[src/rtl/mult_unit_if.sv]
// mult_unit_if -- request/response bundle between the execute stage and
// the iterative multiplier.
//   mult    : request valid (multiply-class instruction in decode/execute)
//   op      : 00 MUL, 01 MULH, 10 MULHSU, 11 MULHU
//   a, b    : rs1 / rs2 operands
//   advance : decode/execute register enable (instruction leaves execute)
//   flush   : decode/execute flush, aborts any operation
//   ready   : result valid
//   result  : low word for MUL, high word for the MULH* variants
`timescale 1ns/1ps
interface mult_unit_if;
    logic        mult;
    logic [1:0]  op;
    logic [31:0] a;
    logic [31:0] b;
    logic        advance;
    logic        flush;
    logic        ready;
    logic [31:0] result;

    modport master (
        output mult, op, a, b, advance, flush,
        input  ready, result
    );

    modport slave (
        input  mult, op, a, b, advance, flush,
        output ready, result
    );
endinterface

[src/rtl/mult_unit.sv]
// mult_unit -- iterative shift-and-add 32x32 multiplier for the execute
// stage (MUL / MULH / MULHSU / MULHU).
// Ports:
//   clk  : pipeline clock, rising edge
//   rst  : asynchronous active-high reset
//   bus  : mult_unit_if.slave (mult, op, a, b, advance, flush -> ready, result)
// Operands are reduced to unsigned magnitudes on capture; the product sign
// is re-applied in the last busy cycle. Base latency is 33 cycles from the
// capture cycle to ready.
// Optional feature: define MULT_EARLY_TERM_EN to leave BUSY as soon as the
// shifted multiplier register becomes zero.
`timescale 1ns/1ps
module mult_unit (
    input  logic        clk,
    input  logic        rst,
    mult_unit_if.slave  bus
);

    typedef enum logic [1:0] {
        S_IDLE,
        S_BUSY,
        S_DONE
    } state_t;

    state_t      r_state;
    state_t      w_state_next;

    logic [1:0]  r_op;
    logic [31:0] r_mlr;
    logic [63:0] r_mcand;
    logic [63:0] r_acc;
    logic [4:0]  r_count;
    logic        r_sign;
    logic        r_ready;
    logic [31:0] r_result;

    logic        w_a_signed;
    logic        w_b_signed;
    logic        w_a_neg;
    logic        w_b_neg;
    logic [31:0] w_a_mag;
    logic [31:0] w_b_mag;
    logic [63:0] w_acc_sum;
    logic [63:0] w_acc_final;
    logic [31:0] w_mlr_shift;
    logic        w_last;
    logic        w_capture;
    logic        w_step;
    logic        w_finish;

    // MULH: both signed; MULHSU: only rs1 signed; MUL low word is
    // sign-independent so it takes the unsigned path.
    assign w_a_signed = (bus.op == 2'b01) || (bus.op == 2'b10);
    assign w_b_signed = (bus.op == 2'b01);
    assign w_a_neg    = w_a_signed & bus.a[31];
    assign w_b_neg    = w_b_signed & bus.b[31];
    // 32-bit unsigned magnitude: 0x8000_0000 negates to itself = 2^31.
    assign w_a_mag    = w_a_neg ? (~bus.a + 32'd1) : bus.a;
    assign w_b_mag    = w_b_neg ? (~bus.b + 32'd1) : bus.b;

    assign w_acc_sum   = r_acc + (r_mlr[0] ? r_mcand : '0);
    assign w_acc_final = r_sign ? (~w_acc_sum + 64'd1) : w_acc_sum;
    assign w_mlr_shift = r_mlr >> 1;

`ifdef MULT_EARLY_TERM_EN
    assign w_last = (r_count == 5'd31) || (w_mlr_shift == '0);
`else
    assign w_last = (r_count == 5'd31);
`endif

    always_ff @(posedge clk or posedge rst) begin
        if (rst) begin
            r_state <= S_IDLE;
        end else begin
            r_state <= w_state_next;
        end
    end

    // Flush wins over both mult (in IDLE) and advance (in DONE).
    always_comb begin
        w_state_next = r_state;
        w_capture    = 1'b0;
        w_step       = 1'b0;
        w_finish     = 1'b0;
        if (bus.flush) begin
            w_state_next = S_IDLE;
        end else begin
            case (r_state)
                S_IDLE: begin
                    if (bus.mult) begin
                        w_capture    = 1'b1;
                        w_state_next = S_BUSY;
                    end
                end
                S_BUSY: begin
                    w_step = 1'b1;
                    if (w_last) begin
                        w_finish     = 1'b1;
                        w_state_next = S_DONE;
                    end
                end
                S_DONE: begin
                    if (bus.advance) begin
                        w_state_next = S_IDLE;
                    end
                end
                default: w_state_next = S_IDLE;
            endcase
        end
    end

    always_ff @(posedge clk or posedge rst) begin
        if (rst) begin
            r_op     <= '0;
            r_mlr    <= '0;
            r_mcand  <= '0;
            r_acc    <= '0;
            r_count  <= '0;
            r_sign   <= 1'b0;
            r_ready  <= 1'b0;
            r_result <= '0;
        end else begin
            // ready is a registered copy of "next state is DONE".
            r_ready <= (w_state_next == S_DONE);
            if (w_capture) begin
                r_op    <= bus.op;
                r_mlr   <= w_b_mag;
                r_mcand <= {32'd0, w_a_mag};
                r_acc   <= '0;
                r_count <= '0;
                r_sign  <= w_a_neg ^ w_b_neg;
            end else if (w_step) begin
                r_acc   <= w_finish ? w_acc_final : w_acc_sum;
                r_mlr   <= w_mlr_shift;
                r_mcand <= r_mcand << 1;
                r_count <= r_count + 5'd1;
            end
            if (w_finish) begin
                r_result <= (r_op == 2'b00) ? w_acc_final[31:0] : w_acc_final[63:32];
            end
        end
    end

    assign bus.ready  = r_ready;
    assign bus.result = r_result;

endmodule
[src/flat_wrapper.sv]
// flat-port wrapper written by rule: the top's interface ports become plain ports
module mult_unit_flat 
  (clk, rst, bus_mult, bus_op, bus_a, bus_b, bus_advance, bus_flush, bus_ready, bus_result);
  mult_unit_if bus_i ();
  input  logic clk;
  input  logic rst;
  input wire logic [$bits(bus_i.mult)-1:0] bus_mult;
  input wire logic [$bits(bus_i.op)-1:0] bus_op;
  input wire logic [$bits(bus_i.a)-1:0] bus_a;
  input wire logic [$bits(bus_i.b)-1:0] bus_b;
  input wire logic [$bits(bus_i.advance)-1:0] bus_advance;
  input wire logic [$bits(bus_i.flush)-1:0] bus_flush;
  output wire logic [$bits(bus_i.ready)-1:0] bus_ready;
  output wire logic [$bits(bus_i.result)-1:0] bus_result;
  assign bus_i.mult = bus_mult;
  assign bus_i.op = bus_op;
  assign bus_i.a = bus_a;
  assign bus_i.b = bus_b;
  assign bus_i.advance = bus_advance;
  assign bus_i.flush = bus_flush;
  assign bus_ready = bus_i.ready;
  assign bus_result = bus_i.result;
  mult_unit u_core (.clk(clk), .rst(rst), .bus(bus_i));
endmodule
[config.mk]
export PLATFORM = sky130hd
export DESIGN_NAME = mult_unit_flat
export DESIGN_NICKNAME = d
export VERILOG_FILES = /design/src/rtl/mult_unit_if.sv /design/src/rtl/mult_unit.sv /design/src/flat_wrapper.sv
export SDC_FILE = /design/constraint.sdc
export NUM_CORES = 1
export LEC_CHECK = 0
export BUFFER_PORTS_ARGS = -buffer_cell sky130_fd_sc_hd__buf_2
export CAP_MARGIN = 20
export CELL_PAD_IN_SITES_DETAIL_PLACEMENT = 1
export CELL_PAD_IN_SITES_GLOBAL_PLACEMENT = 1
export CORE_ASPECT_RATIO = 0.9
export CORE_UTILIZATION = 43
export CTS_CLUSTER_SIZE = 40
export DETAILED_ROUTE_END_ITERATION = 10
export PLACE_DENSITY = 0.76
export SETUP_SLACK_MARGIN = 0.3
export SLEW_MARGIN = 20
export SYNTH_ARGS = -nofsm -noshare
export SYNTH_HDL_FRONTEND = slang
export SYNTH_SLANG_ARGS = --single-unit
[constraint.sdc]
create_clock -name clk -period 6.65 [get_ports clk]
set_input_delay 0.9975 -clock clk [delete_from_list [all_inputs] [get_ports clk]]
set_output_delay 0.9975 -clock clk [all_outputs]
set_load 0.03 [all_outputs]
==> results of run 1 <==
metrics by stage:
stage	hold slack [ps]	util	setup WS, ps	instance area (um^2)	std cells
floorplan	456	-	1620	17700	2275
global placement	468	0.459	612	18600	2815
detailed placement	478	0.459	557	18600	2815
CTS	298	0.480	506	19500	2859
global route	307	0.480	337	19500	2859
finish	312	0.480	660	19500	2859
worst max-delay path by stage:
| stage | from | slack (ps) | endpoint | cells past startpoint |
|---|---|---|---|---|
| after detailed placement | u_core.r_mlr[0]$_DFFE_PP0P_ | 560 | u_core.r_acc[63]$_DFFE_PP0P_ | 17 |
| after floorplan | u_core.r_mlr[0]$_DFFE_PP0P_ | 1620 | u_core.bus.result[28]$_DFFE_PP0P_ | 18 |
| final | u_core.r_mlr[0]$_DFFE_PP0P_ | 660 | u_core.r_acc[63]$_DFFE_PP0P_ | 17 |
| after CTS | u_core.r_mlr[0]$_DFFE_PP0P_ | 510 | u_core.r_acc[63]$_DFFE_PP0P_ | 17 |
| after global placement | u_core.r_mlr[0]$_DFFE_PP0P_ | 610 | u_core.r_acc[63]$_DFFE_PP0P_ | 17 |
| after global routing | u_core.r_mlr[0]$_DFFE_PP0P_ | 340 | u_core.bus.result[31]$_DFFE_PP0P_ | 16 |
what timing repair did:
action                                  4_1_cts  5_1_grt
endpoints found under the setup margin        0        3
resized for setup                             0        1
hold buffers                                  0        0
layer usage:
layer / vias up / routed length (um) / track usage
met5: - / 0 / 0
met4: 0 / 2170 / 0.0959
met3: 109 / 4430 / 0.0544
met2: 576 / 30900 / 0.521
met1: 9132 / 32300 / 0.469
li1: 8375 / - / -
kinds of logic (layout without fill, tap and decap cells):
family          count (synthesis)  after routing  share of synthesized area
buf+inv                       164            208                     0.0374
fa+ha+maj                      70             70                     0.0501
simple gates                  897            897                      0.248
xor+xnor                      184            184                     0.0913
compound gates                747            747                      0.280
flops                         203            203                      0.288
mux                            10             10                    0.00581
power by group:
group          internal, W  switching (W)  leakage [nW]
sequential         0.00143       0.000176          2.70
clock             0.000873       0.000614         0.432
combinational     0.000837        0.00176          5.20
state kept, by name (all words and copies together) (netlist names):
register,flops
u_core.r_acc,64
u_core.r_mcand,64
u_core.bus.result,32
u_core.r_mlr,32
u_core.r_count,5
u_core.r_op,2
u_core.r_state,2
u_core.bus.ready,1
u_core.r_sign,1
worst reg2reg max path: cells and delay by family (launching register included):
family,cells,cell delay (ps)
AOI/OAI and AO/OA,8,2460
and+or+nand+nor,3,1150
xor gates and xnor gates,2,670
buffers and inverters,3,650
adders and majority gates,1,510
DFF,1,390
final cells by class:
class / count / area (um^2)
fillers: 5023 / 21100
clock inverters: 16 / 211
inverters: 22 / 86.3
clock buffers: 28 / 657
multi-input cells: 1908 / 11900
well taps: 540 / 676
repair buffers: 142 / 821
flip-flops and latches: 203 / 5080
placed cells by master, fill, tap and decap left out, types with 21 or more instances in the layout:
cell	synthesis	layout
nand4_1	38	38
inv_1	22	21
o31ai_1	22	22
a22o_1	23	23
a22oi_1	50	50
a31oi_1	44	44
ha_1	69	69
o21ai_0	205	204
dfrtp_1	203	202
nor4_1	22	22
nor3_1	59	59
or3_1	22	22
nand2_1	335	335
a21o_1	37	37
clkbuf_16	0	25
buf_4	0	38
a21oi_1	156	156
and2_1	86	86
nor2_1	189	187
buf_2	12	103
xor2_1	88	88
xnor2_1	96	96
nand3_1	37	37
==> results_tabular.tex, run 1 <==
\begin{tabular}{lr}
\hline
Metric & Value \\
\hline
\multicolumn{2}{l}{\textbf{Run status}} \\
\quad Result of the run & complete, no violations \\
\multicolumn{2}{l}{\textbf{Synth}} \\
\quad Cell area after technology mapping & 17600 um\^{}2 \\
\quad Share of the synthesized area in the top cell type & 0.288 \\
\quad Library cell with the highest instance count after synthesis & nand2\_1 \\
\quad Synthesized Nets & 2416 \\
\quad Sequential-to-total area share from yosys stat & 0.288 \\
\quad Top flip-flop cell by instance count after synthesis & dfrtp\_1 \\
\quad Synth Instances & 2275 \\
\quad Most frequent cells after synthesis & 335 x nand2\_1, 205 x o21ai\_0, 203 x dfrtp\_1 \\
\quad Mean instance size in the synthesized netlist & between 7 and 8 um\^{}2 \\
\quad Synth area leader & dfrtp\_1 \\
\quad Warnings from Yosys & 0 \\
\quad Post-synthesis register bit count & between 200 and 250 \\
\quad Distinct cell type count of the synthesized netlist & 103 \\
\quad Leading cell types by total area after synthesis & dfrtp\_1 29\%, nand2\_1 7.1\%, o21ai\_0 5.8\%, ha\_1 4.9\%, xnor2\_1 4.8\% \\
\quad Number of flops mapped to enable cells by yosys & 0 \\
\quad Async set-or-reset flop fraction in the synthesized netlist & 1.00 \\
\multicolumn{2}{l}{\textbf{Timing}} \\
\quad Clock Skews & approximately 15 ps \\
\quad Setup TNS & 0 ps \\
\quad Worst-margin pin slew & 1040 ps \\
\quad RSZ-0062 raised after global routing & false \\
\quad Max-Slew Margin vs Limit & 0.304 \\
\quad Post-layout min period & 5990 ps \\
\quad Period utilization & 0.901 \\
\quad Pins Over Slew Limit & 0 \\
\quad Highest Clock Rate & 0.167 GHz \\
\quad Final hold vios & 0 \\
\quad Final setup violation count & 0 \\
\multicolumn{2}{l}{\textbf{Pwr}} \\
\quad Leak Pwr & 8.33 nW \\
\quad Total power of the final layout & 0.00569 W \\
\quad IR Drop Worst-Case VDD & between 0.15 and 0.2 mV \\
\quad Total power divided by cell area & 292 nW/um\^{}2 \\
\multicolumn{2}{l}{\textbf{Floorplan}} \\
\quad Number of standard-cell rows in the floorplan & 70 \\
\quad Die width & 216 um \\
\quad Floorplan core area & just over 40000 um\^{}2 \\
\quad Die Footprint & approximately 42000 um\^{}2 \\
\quad Ports placed on the boundary & 104 \\
\quad Chip height & 194 um \\
\quad Starting utilization of the core area & 0.435 \\
\multicolumn{2}{l}{\textbf{Worst setup path}} \\
\quad WS Path Type & reg -> reg \\
\quad Reg2Reg Setup Slack & around 660 ps \\
\quad Required @ worst endpoint & 7070 ps \\
\quad Worst Path Buf+Inv & 3 \\
\quad Biggest cell delay along the critical path & between 500 and 600 ps \\
\quad Crit path top cell by count & buf\_4 \\
\quad Cell-by-cell listing of the critical path & buf\_4 > and2\_1 > ha\_1 > a21oi\_1 > o21bai\_2 > a22oi\_1 > a2111oi\_0 > buf\_4 > o22ai\_1 > xor2\_1 > o21ai\_0 > nor4\_1 > buf\_4 > or4b\_1 > o41ai\_2 > xnor2\_1 > o21ai\_1 \\
\quad Worst path slowest cell & a2111oi\_0 \\
\quad Startpoint types & register \\
\quad Endpoint arrival time on the critical path & 6410 ps \\
\quad Worst Setup End Kind & register \\
\quad FF-to-FF path depth & 17 \\
\quad Kind of cell adding the most delay to the critical path & compound AO/OA/AOI/OAI gates \\
\quad Worst r2r src & u\_core.r\_mlr[0]\$\_DFFE\_PP0P\_ \\
\quad Worst-path maximum fanout & 45 \\
\quad Worst r2r dst & u\_core.r\_acc[63]\$\_DFFE\_PP0P\_ \\
\multicolumn{2}{l}{\textbf{Clocking}} \\
\quad Count of H-tree levels built during CTS & 1 \\
\quad Sink Count & about 200 \\
\quad Skew-Pair Late Insertion Delay & $\sim$570 ps \\
\quad Post-CTS setup repair buffer count & 0 \\
\quad Clock tree from TritonCTS & yes \\
\quad Worst-path clk slew & 70 ps \\
\quad Number of buffers inserted during clock tree synthesis & 25 \\
\quad Clock Tree Buf Depth & 3 \\
\quad CTS root buffer & clkbuf\_16 \\
\multicolumn{2}{l}{\textbf{Global routing}} \\
\quad Number of global-route vias before repair & 18300 \\
\quad Wire length of the first global-routing pass & approximately 110 mm \\
\quad Initial antenna violation count & 1 \\
\quad Overall global routing resource usage & 0.332 \\
\quad Maximum number of pins on one net before global-route repair & $\sim$140 \\
\quad Sum of overflow across all layers after global routing & 0 \\
\multicolumn{2}{l}{\textbf{Drt}} \\
\quad Length of the first detailed-routing pass in iterations & 6 \\
\quad Antenna Nets Post-Route & 0 \\
\quad Number of DRC markers after the initial detailed-route iteration & 1285 \\
\quad Final routed DRC violation total & 0 \\
\quad Via density per instance & 6.36 \\
\quad Via count & between 15000 and 20000 \\
\quad Wire per inst & around 24 um \\
\quad Total wirelength of the detailed-routed design & 69.9 mm \\
\multicolumn{2}{l}{\textbf{Run}} \\
\quad Total of max-cap violations & 0 \\
\multicolumn{2}{l}{\textbf{Cells and area}} \\
\quad Fraction of layout cells with a size suffix above 1 & 0.107 \\
\quad Layout Area Growth over Synthesis & 10.4\% \\
\quad Nets & 2443 \\
\quad Diode count & 0 \\
\multicolumn{2}{l}{\textbf{Hold path}} \\
\quad Worst Hold Class & in -> async \\
\multicolumn{2}{l}{\textbf{Place}} \\
\quad Quantity of I/O buffers inserted on ports & slightly above 100 \\
\quad Weighted congestion at the end of routability-driven global placement & about 0.97 \\
\quad HPWL after detailed placement & 53.9 mm \\
\hline
\end{tabular}
(Power assumes the default switching activity.)
==> run 2, diff against run 1 <==
--- a/config.mk
+++ b/config.mk
@@ -11,6 +11,7 @@
 export CELL_PAD_IN_SITES_GLOBAL_PLACEMENT = 1
 export CORE_ASPECT_RATIO = 0.9
 export CORE_UTILIZATION = 43
+export CTS_BUF_LIST = sky130_fd_sc_hd__clkbuf_16
 export CTS_CLUSTER_SIZE = 40
 export DETAILED_ROUTE_END_ITERATION = 10
 export PLACE_DENSITY = 0.76
==> run 2 against run 1 <==
Clock power about the same. Worst setup slack got worse by 8.9 ps. Critical path depth unchanged. Wire length increased by 0.11%. Clock skew increased by 0.51 ps. Core utilization about the same. Sequential share of layout area about the same. Count of clock-buffer cells in the layout decreased by 3.
==> results_tabular.tex, run 2 (synthesis results as in run 1) <==
\begin{tabular}{lr}
\hline
Metric & Value \\
\hline
\multicolumn{2}{l}{\textbf{Global routing}} \\
\quad Overall global routing resource usage & 0.333 \\
\quad Sum of overflow across all layers after global routing & 0 \\
\quad Wire length of the first global-routing pass & 109 mm \\
\quad Maximum number of pins on one net before global-route repair & approximately 140 \\
\quad Initial antenna violation count & 1 \\
\quad Number of global-route vias before repair & 18300 \\
\multicolumn{2}{l}{\textbf{Run status}} \\
\quad Result of the run & complete, no violations \\
\multicolumn{2}{l}{\textbf{Pwr}} \\
\quad IR Drop Worst-Case VDD & approximately 0.19 mV \\
\quad Leak Pwr & approximately 8.3 nW \\
\quad Share of total power in the clock network & 0.258 \\
\quad Logic pwr share & 0.458 \\
\quad Sw power & around 0.0025 W \\
\quad Cell-internal power & 0.00312 W \\
\quad Power share of the sequential group & 0.284 \\
\quad Total power divided by cell area & 291 nW/um\^{}2 \\
\quad Switching share of power & 0.450 \\
\multicolumn{2}{l}{\textbf{Clocking}} \\
\quad Post-CTS setup repair buffer count & 0 \\
\quad Clock Tree Buf Depth & 3 \\
\quad Clock tree from TritonCTS & yes \\
\quad CTS root buffer & clkbuf\_16 \\
\quad Skew-Pair Late Insertion Delay & roughly 570 ps \\
\quad Post-cts resize count & 0 \\
\quad Number of buffers added to fix hold violations after cts & 0 \\
\quad Count of H-tree levels built during CTS & 1 \\
\quad Worst-path clk slew & 70 ps \\
\quad Number of buffers inserted during clock tree synthesis & 25 \\
\quad Sink Count & 203 \\
\multicolumn{2}{l}{\textbf{Cells and area}} \\
\quad Diode count & 0 \\
\quad Largest registers ranked by flip-flop count & u\_core.r\_acc (64), u\_core.r\_mcand (64) \\
\quad Nets & between 2000 and 2500 \\
\quad Commonest cells after routing, fill and taps aside & 335 x nand2\_1, 204 x o21ai\_0, 202 x dfrtp\_1, 187 x nor2\_1, 156 x a21oi\_1 \\
\quad Number of standard cells in the layout, taps in and fillers out & 2859 \\
\quad Layout Area Growth over Synthesis & 10.2\% \\
\quad Fraction of layout cells with a size suffix above 1 & 0.106 \\
\quad Most common cell after layout, fill and taps aside & nand2\_1 \\
\multicolumn{2}{l}{\textbf{Place}} \\
\quad Weighted congestion at the end of routability-driven global placement & 0.966 \\
\quad Inst Count DP & 2815 \\
\quad Quantity of I/O buffers inserted on ports & 103 \\
\quad HPWL after detailed placement & 53.9 mm \\
\multicolumn{2}{l}{\textbf{Floorplan}} \\
\quad Chip height & roughly 190 um \\
\quad Die Footprint & approximately 42000 um\^{}2 \\
\quad Number of standard-cell rows in the floorplan & 70 \\
\quad Die width & 216 um \\
\quad Floorplan core area & 40600 um\^{}2 \\
\quad Ports placed on the boundary & 104 \\
\quad Starting utilization of the core area & 0.435 \\
\multicolumn{2}{l}{\textbf{Worst setup path}} \\
\quad Crit path top cell by count & buf\_4 \\
\quad Endpoint arrival time on the critical path & between 6000 and 7000 ps \\
\quad Worst Setup End Kind & register \\
\quad Required @ worst endpoint & 7060 ps \\
\quad Worst-path maximum fanout & 45 \\
\quad WS Path Type & reg -> reg \\
\quad Startpoint types & register \\
\quad Biggest cell delay along the critical path & between 500 and 600 ps \\
\quad Cell-by-cell listing of the critical path & buf\_4 > and2\_1 > ha\_1 > a211oi\_1 > o21ai\_1 > a22oi\_1 > a2111oi\_0 > buf\_4 > o22ai\_1 > xor2\_1 > o21ai\_0 > nor4\_1 > buf\_4 > or4b\_1 > o41ai\_2 > xnor2\_1 > o21ai\_1 \\
\quad Reg2Reg Setup Slack & 650 ps \\
\quad Worst path slowest cell & a2111oi\_0 \\
\multicolumn{2}{l}{\textbf{Timing}} \\
\quad Period utilization & 0.902 \\
\quad Final setup violation count & 0 \\
\quad RSZ-0062 raised after global routing & false \\
\quad Final hold vios & 0 \\
\quad Setup TNS & 0 ps \\
\quad Max-Slew Margin vs Limit & 0.299 \\
\quad Highest Clock Rate & 0.167 GHz \\
\quad Pins Over Slew Limit & 0 \\
\quad Post-layout min period & 6000 ps \\
\quad Clock Skews & between 15 and 20 ps \\
\quad Worst-margin pin slew & 1050 ps \\
\multicolumn{2}{l}{\textbf{Run}} \\
\quad Total of max-cap violations & 0 \\
\multicolumn{2}{l}{\textbf{Drt}} \\
\quad Length of the first detailed-routing pass in iterations & 5 \\
\quad Wire per inst & 24.5 um \\
\quad Via density per instance & between 6 and 7 \\
\quad Final routed DRC violation total & 0 \\
\quad Antenna Nets Post-Route & 0 \\
\quad Total wirelength of the detailed-routed design & 70.0 mm \\
\quad Via count & 18200 \\
\quad Number of DRC markers after the initial detailed-route iteration & 1372 \\
\multicolumn{2}{l}{\textbf{Hold path}} \\
\quad Worst Hold Class & in -> async \\
\hline
\end{tabular}
-- run 2: final cells by class --
type,count,area (um^2)
Multi-Input combinational cell,1908,11900
Clock inverter,19,223
Fill cell,5021,21100
Timing Repair Buffer,142,821
Inverter,22,86.3
Sequential cell,203,5080
Tap cell,540,676
Clock buffer,25,626
-- run 2: critical path: cells and delay by family (launching register included) --
family,cells,cell delay (ps)
adders and majority gates,1,510
DFF,1,390
AOI/OAI and AO/OA,8,2480
xor gates and xnor gates,2,680
buffers and inverters,3,650
and+or+nand+nor,3,1090
-- run 2: worst paths after layout --
| check | from | to | cells past startpoint |
|---|---|---|---|
| worst max register to register | u_core.r_mlr[0]$_DFFE_PP0P_ | u_core.r_acc[63]$_DFFE_PP0P_ | 17 |
| worst min-delay path | rst | u_core.r_mcand[13]$_DFFE_PP0P_ | 2 |
| max in group asynchronous | rst | u_core.r_mcand[49]$_DFFE_PP0P_ | 3 |
| worst max-delay path | u_core.r_mlr[0]$_DFFE_PP0P_ | u_core.r_acc[63]$_DFFE_PP0P_ | 17 |
| worst min register to register | u_core.r_acc[29]$_DFFE_PP0P_ | u_core.r_acc[29]$_DFFE_PP0P_ | 2 |
| min in group clk | u_core.r_acc[29]$_DFFE_PP0P_ | u_core.r_acc[29]$_DFFE_PP0P_ | 2 |
-- run 2: stage by stage --
step	util	hold WS, ps	power, W	instance area, um^2	setup slack [ps]
floorplan	-	456	0.00331	17700	1620
global placement	0.459	468	0.00411	18600	612
detailed placement	0.459	478	0.00417	18600	557
CTS	0.480	298	0.00566	19500	506
global route	0.480	307	0.00594	19500	340
finish	0.480	313	0.00567	19500	651
-- run 2: layer usage --
metal,GRT usage,share of wire,vias to the layer above
li1,-,-,8374
met1,0.470,0.47,9165
met2,0.522,0.44,552
met3,0.0532,0.060,106
met4,0.0964,0.031,0
met5,0,0,-
-- run 2: power groups by stage --
stage                     Clock, W  Sequential, W  Combinational, W
final                      0.00146        0.00161           0.00260
after global routing       0.00152        0.00163           0.00280
after CTS                  0.00148        0.00160           0.00257
after detailed placement         0        0.00162           0.00255
after global placement           0        0.00161           0.00249
after floorplan                  0        0.00154           0.00177
